$ cat src/rtl/fetch_pkg.sv
// Shared fetch-stage definitions: refill FSM state encoding and PC mux selects.
package fetch_pkg;

    typedef enum logic [1:0] {
        RUN   = 2'd0,
        REQ   = 2'd1,
        WAIT  = 2'd2,
        DRAIN = 2'd3
    } state_t;

    localparam logic [1:0] PC_SEL_NEXT     = 2'b00;
    localparam logic [1:0] PC_SEL_RECOVERY = 2'b01;

endpackage

$ cat src/rtl/sat_counter.sv
// Saturating up-counter used for the optional fetch performance counters.
module sat_counter #(
    parameter int WIDTH = 32
) (
    input  logic             clk,
    input  logic             rst_aL,
    input  logic             inc,
    output logic [WIDTH-1:0] count
);

    logic [WIDTH-1:0] count_q;
    logic [WIDTH-1:0] count_d;

    always_comb begin
        count_d = count_q;
        if (inc && (count_q != {WIDTH{1'b1}})) begin
            count_d = count_q + 1'b1;
        end
    end

    always_ff @(posedge clk or negedge rst_aL) begin
        if (!rst_aL) begin
            count_q <= '0;
        end else begin
            count_q <= count_d;
        end
    end

    assign count = count_q;

endmodule

$ cat src/rtl/icache_refill_ctrl.sv
// Fetch-stage controller: PC update, FIFO enqueue gating and icache miss refill.
// Define FETCH_CTRL_PERF_EN to build the miss_count / stall_cycles counters.
module icache_refill_ctrl
    import fetch_pkg::*;
#(
    parameter int ADDR_WIDTH      = 32,
    parameter int NUM_OFFSET_BITS = 3
) (
    input  logic                  clk,
    input  logic                  rst_aL,
    input  logic [ADDR_WIDTH-1:0] PC,
    input  logic                  icache_hit,
    input  logic                  ififo_ready_enq,
    input  logic                  backend_stall,
    input  logic                  recovery_PC_valid,
    input  logic                  dram_req_ready,
    input  logic                  dram_response_valid,
    output logic [1:0]            pc_sel,
    output logic                  pc_we,
    output logic                  ififo_valid_enq,
    output logic                  icache_we,
    output logic                  dram_req_valid,
    output logic [ADDR_WIDTH-1:0] dram_req_addr
`ifdef FETCH_CTRL_PERF_EN
    ,
    output logic [31:0]           miss_count,
    output logic [31:0]           stall_cycles
`endif
);

    // Handshake: a refill request transfers on a cycle where dram_req_valid and
    // dram_req_ready are both high; valid and address hold until that cycle.
    // dram_response_valid is a one-cycle pulse and is never back-pressured.

    state_t                state_q, state_d;
    logic [ADDR_WIDTH-1:0] dram_req_addr_q, dram_req_addr_d;
    logic                  fetch_ok;

    assign fetch_ok = icache_hit && ififo_ready_enq && !backend_stall;

    always_ff @(posedge clk or negedge rst_aL) begin
        if (!rst_aL) begin
            state_q         <= RUN;
            dram_req_addr_q <= '0;
        end else begin
            state_q         <= state_d;
            dram_req_addr_q <= dram_req_addr_d;
        end
    end

    always_comb begin
        state_d         = state_q;
        dram_req_addr_d = dram_req_addr_q;
        case (state_q)
            RUN: begin
                if (!recovery_PC_valid && !fetch_ok && !icache_hit) begin
                    state_d         = REQ;
                    dram_req_addr_d = {PC[ADDR_WIDTH-1:NUM_OFFSET_BITS], {NUM_OFFSET_BITS{1'b0}}};
                end
            end
            REQ: begin
                // A request already accepted alongside a recovery leaves an orphan response.
                if (recovery_PC_valid) begin
                    state_d = dram_req_ready ? DRAIN : RUN;
                end else if (dram_req_ready) begin
                    state_d = WAIT;
                end
            end
            WAIT: begin
                if (dram_response_valid) begin
                    state_d = RUN;
                end else if (recovery_PC_valid) begin
                    state_d = DRAIN;
                end
            end
            DRAIN: begin
                if (dram_response_valid) begin
                    state_d = RUN;
                end
            end
            default: state_d = RUN;
        endcase
    end

    always_comb begin
        pc_sel          = PC_SEL_NEXT;
        pc_we           = 1'b0;
        ififo_valid_enq = 1'b0;
        icache_we       = 1'b0;
        dram_req_valid  = 1'b0;
        if (rst_aL) begin
            if (recovery_PC_valid) begin
                pc_sel = PC_SEL_RECOVERY;
                pc_we  = 1'b1;
            end
            case (state_q)
                RUN: begin
                    if (!recovery_PC_valid && fetch_ok) begin
                        ififo_valid_enq = 1'b1;
                        pc_we           = 1'b1;
                    end
                end
                REQ:  dram_req_valid = 1'b1;
                // PC is still the miss PC in this cycle even if a recovery loads it.
                WAIT: icache_we = dram_response_valid;
                default: ;
            endcase
        end
    end

    assign dram_req_addr = dram_req_addr_q;

`ifdef FETCH_CTRL_PERF_EN
    logic miss_inc;
    logic stall_inc;

    assign miss_inc  = (state_q == RUN) && (state_d == REQ);
    assign stall_inc = (state_q != RUN) || (icache_hit && !ififo_ready_enq);

    sat_counter #(.WIDTH(32)) u_miss_cnt (
        .clk    (clk),
        .rst_aL (rst_aL),
        .inc    (miss_inc),
        .count  (miss_count)
    );

    sat_counter #(.WIDTH(32)) u_stall_cnt (
        .clk    (clk),
        .rst_aL (rst_aL),
        .inc    (stall_inc),
        .count  (stall_cycles)
    );
`endif

endmodule

$ cat config.mk
export PLATFORM = sky130hd
export DESIGN_NAME = icache_refill_ctrl
export DESIGN_NICKNAME = d
export VERILOG_FILES = /design/src/rtl/fetch_pkg.sv /design/src/rtl/sat_counter.sv /design/src/rtl/icache_refill_ctrl.sv
export SDC_FILE = /design/constraint.sdc
export NUM_CORES = 1
export LEC_CHECK = 0
export BUFFER_PORTS_ARGS = -buffer_cell sky130_fd_sc_hd__buf_2
export CAP_MARGIN = 20
export CORE_MARGIN = 4
export CORE_UTILIZATION = 46
export DETAILED_ROUTE_END_ITERATION = 16
export GPL_TIMING_DRIVEN = 0
export PLACE_DENSITY = 0.84
export REMOVE_ABC_BUFFERS = 1
export SLEW_MARGIN = 20
export SYNTH_ARGS = -nofsm -noshare
export SYNTH_HDL_FRONTEND = slang
export SYNTH_HIERARCHICAL = 1
export SYNTH_SLANG_ARGS = --single-unit
$ cat constraint.sdc
create_clock -name clk -period 3.97 [get_ports clk]
set_input_delay 0.794 -clock clk [delete_from_list [all_inputs] [get_ports clk]]
set_output_delay 0.794 -clock clk [all_outputs]
set_load 0.05 [all_outputs]
Yosys cells after proc, flatten, opt, wreduce, memory -nomap -nowiden:

Index checks and enable logic that the tools add are counted.

* flip-flop bits (word level): 31
* bits in latches: 0
* bits in writable memories: 0
* bits in read-only memories: 0
* input port bits: 40
* output and inout port bits: 38
* logic and storage cells: 42
* memories kept: 0

* $add $sub $neg: 0
* $mul: 0
* div/mod/pow operators: 0
* magnitude comparators: 0
* equal/unequal tests: 7
* shift-type cells: 0
* mux-type cells: 21
* bitwise operators: 0
* reductions and logical operators: 12

Operators by type and width (number)
* 2-bit two-way mux: 8
* 1-bit two-way mux: 12
* 2-bit case mux with 4 select lines: 1
* 3-bit != test (second input constant): 2
* 1-bit logical AND: 5
* 2-bit equality test (second input constant): 2
* 1-bit logical NOT: 4
* 2-bit != test (second input constant): 2
* 4-bit AND reduction: 1
* 2-bit by 1-bit equality test with 1-bit output (second input constant): 1
* 2-bit logical NOT: 1
* 2-bit AND reduction: 1

Longest topological paths before layout:

* depth after elaboration: 7
* depth in mapped cells: 4

Worst setup path after synthesis:

No wires, ideal clock.

* kind: input-to-output
* from: input port backend_stall
* to: output port ififo_valid_enq
* arrival: 2.041 ns
* data required time: 3.176 ns
* setup slack: 1.135 ns
* cell stages on the path: 2
* buffers on the path: 0
* cells stage by stage: nand4bb_1 nor3_1

* cells in the longest elaborated chain, start to end: 6

Ends and longest elaborated chain
* start, declared: line icache_refill_ctrl.sv:14 `input logic backend_stall,`
* 1-bit logical NOT: line icache_refill_ctrl.sv:39 `assign fetch_ok = icache_hit && ififo_ready_enq && !backend_stall;`
* 1-bit logical AND: line icache_refill_ctrl.sv:39
* 1-bit logical AND: line icache_refill_ctrl.sv:98 `if (!recovery_PC_valid && fetch_ok) begin`
* 1-bit two-way mux: line icache_refill_ctrl.sv:98
* 1-bit two-way mux: line icache_refill_ctrl.sv:96 `case (state_q)`
* 1-bit two-way mux: line icache_refill_ctrl.sv:91 `if (rst_aL) begin`
* end, declared: line icache_refill_ctrl.sv:20 `output logic ififo_valid_enq,`

Every way passes these cells.

Worst setup path after layout:

* from: input port rst_aL
* to: output port ififo_valid_enq

* cells in the longest elaborated chain, start to end: 1

Ends and longest elaborated chain
* start, declared: line icache_refill_ctrl.sv:10 `input logic rst_aL,`
* 1-bit two-way mux: line icache_refill_ctrl.sv:91

Every way passes these cells.

==> summary.log <==
qor: synthesis.number_of_enable_type_register_cells_in_the_synthesized_netlist 0
qor: synthesis.synth.top_cells.by_area dfrtp_1, mux2_2, mux2_4
qor: global_route.global_route.overflow_total 0
qor: worst_setup_path.category_of_the_most_critical_setup_path primary input to output port
qor: synthesis.syn_area_per_cell 15.72 um2
qor: global_route.antenna_violations_before_repair 0
qor: cts.tritoncts.num_buffers 5
qor: floorplanning.fp.coreArea 2758 um2
qor: cts.cts.repair_timing.setup_buffer_count 0
qor: routing.wire_per_inst 14.38 um
qor: global_route.global_router_s_overall_resource_usage 15.51%
qor: final_layout.filler_cell_count 232
qor: worst_setup_path.cpMaxStageDelayCell buf_2
qor: floorplanning.io_pins 78
qor: global_route.grt_start_max_net_pins 35
qor: synthesis.yosys.area.top_type_share 58.05%
qor: timing.timing_max_transition_violations_final 0
qor: timing.finalSetupViolations 0
qor: worst_setup_path.path_cells buf_2 -> nand2b_1 -> nor3_1 -> buf_2
qor: timing.rsz0062_at_grt false
qor: cts.clock_insertion_delay_at_the_later_pin_of_the_skew_report 320 ps
qor: floorplanning.die_area 3831 um2
qor: timing.skew 9.739 ps
qor: final_layout.synthToLayoutAreaGrowth 29.87%
qor: timing.fin_crit 2821 ps
qor: worst_setup_path.worstPathArrival 2030 ps
qor: worst_setup_path.cp_num_buf_inv 2
qor: routing.via_count 934
qor: final_layout.nNetsFinal 200
qor: cts.cts-root-to-sink-buffers 2
qor: place.port_buffers 70
qor: synthesis.synth_seq_cells 31
qor: routing.drt-total-wl 2760 um
qor: synthesis.synthTopCellsByCount dfrtp_1, mux2_2, mux2_4
qor: worst_setup_path.cp.required 3180 ps
qor: cts.clock_tree.root_cell clkbuf_4
qor: place.place.gp.congestion 0.6500
qor: cts.clock_tree_from_tritoncts built
qor: run_status.outcome finished clean
qor: synthesis.post_synth_top_flop dfrtp_1
qor: worst_setup_path.timing.critical_path.to_type output port
qor: synthesis.synthesis.instances 85
qor: synthesis.synth_most_common_cell dfrtp_1
qor: cts.count_of_clock_tree_sinks 31
qor: power.power_leakage 0.8947 nW
qor: power.ir_worst_vdd 0.0007910 V
qor: synthesis.number_of_warnings_issued_by_yosys 6
qor: final_layout.layout-drive-gt1-share 68.32%
qor: synthesis.synth_area 1336 um2
qor: timing.worst_slew_pin_slew 699.1 ps
qor: routing.antenna_violating_nets_post_route 0
qor: timing.slew_headroom 53.39%
qor: worst_setup_path.worst_path_dominant_cell_family buffers and inverters
qor: worst_setup_path.critical_path_peak_fanout 34
qor: final_layout.n_antenna_cell 0
qor: routing.post-route-drc-count 0
qor: cts.cts.reportedPaths.clkPinSlew 100 ps
qor: timing.clock.fmax 354.5 MHz
qor: floorplanning.die_height 61.90 um
qor: synthesis.post-synth-top-area-cell dfrtp_1
qor: routing.via_per_inst 4.865
qor: cts.holdBufCountCts 0
qor: floorplanning.std_cell_rows 19
qor: floorplanning.start_util 48.46%
qor: worst_hold_path.min_path_type primary input to asynchronous set/reset pin
qor: cts.post_cts_resized 0
qor: power.power.density 1021 nW/um2
qor: worst_setup_path.most_frequent_cp_cell buf_2
qor: routing.starting_drc_count_in_detailed_routing 34
qor: job.cap_viol_max_count 0
qor: floorplanning.die_width 61.90 um
qor: global_route.first_pass_grt_wire_length 4167 um
qor: global_route.grt_pass1_vias 921
qor: synthesis.fraction_of_synthesis_flops_using_an_asynchronous_set_or_reset_pin 100.0%
qor: routing.drt_first_pass_iters 2
qor: synthesis.ys_types 20
qor: synthesis.synth.yosys.seq_area_share 58.05%
qor: timing.final-hold-violation-count 0
qor: worst_setup_path.setup.worst_path.start_class primary input
qor: timing.layout_worst_path_cycle_share 71.05%
qor: timing.hold_ws 501.3 ps
qor: worst_setup_path.cpPeakStageDelay 540 ps
qor: timing.setup-tns-final 0 ps
qor: cts.htreeDepth 2
-- registers in the layout (all words and copies together), names as in the netlist --
register and count:
dram_req_addr 29, state_q 2
-- cell usage in the layout, fill, tap and decap left out --
cell	instances
and2_1	1
nor3_1	1
o21ai_0	1
nor2_1	2
mux2_4	10
nand4bb_1	1
buf_4	2
inv_1	2
nor4_4	1
o21bai_1	1
xor2_1	1
nand2b_1	3
dfrtp_1	31
or4_1	1
mux2_2	19
conb_1	4
clkinv_2	3
buf_2	70
o221ai_1	1
clkbuf_4	5
and4_1	1
-- through the flow --
step           std cells  total power, mW  area [um2]  utilization (%)  setup WS (ps)
3_5_place_dp         184            1.617        1683            61.03           1103
2_1_floorplan         81            1.370        1279                -           1135
3_3_place_gp         182            1.584        1668            60.48          980.1
5_1_grt              192            1.875        1735            62.93          947.9
4_1_cts              192            1.792        1735            62.93           1096
6_report             192            1.772        1735            62.93           1149
-- per-layer routing --
layer	share of wire (%)	track usage, %
met1	39	18.15
met2	50	24.51
met3	10	8.058
met4	0.36	5.455
met5	0	0
-- area by class of cell --
type                            count  area [um2]  share of cell area (%)
Timing Repair Buffer               72       365.4                   21.05
Multi-Input combinational cell     48       495.5                   28.55
Clock inverter                      3       15.01                  0.8652
Inverter                            2       7.507                  0.4326
Tap cell                           31       38.79                   2.235
Sequential cell                    31       775.7                   44.70
Clock buffer                        5       37.54                   2.163
-- report_power, final --
part	switching [mW]	total, mW	internal, mW
Sequential	0.0928	0.568	0.476
Clock	0.105	0.170	0.0658
Combinational	0.729	1.03	0.304
-- cells by family after synthesis --
kind of cell / synth area share, %
AO/OA/AOI/OAI: 1.592
XOR/XNOR: 0.6556
buffers and inverters: 5.712
flip-flops: 58.05
multiplexers: 27.25
other: 0.2806
AND/OR/NAND/NOR: 6.461
-- final timing paths --
check,start,to,slack [ps],cells past startpoint
setup / recovery,rst_aL,ififo_valid_enq,1150,4
hold / removal,rst_aL,dram_req_addr[26],500,1
setup reg to reg,state_q[0],dram_req_addr[16],2070,3
hold reg to reg,dram_req_addr[7],dram_req_addr[7],510,1
max in group asynchronous,rst_aL,dram_req_addr[3],3000,1
min in group clk,dram_req_addr[7],dram_req_addr[7],510,1
Power figures use the tool's default switching activity.
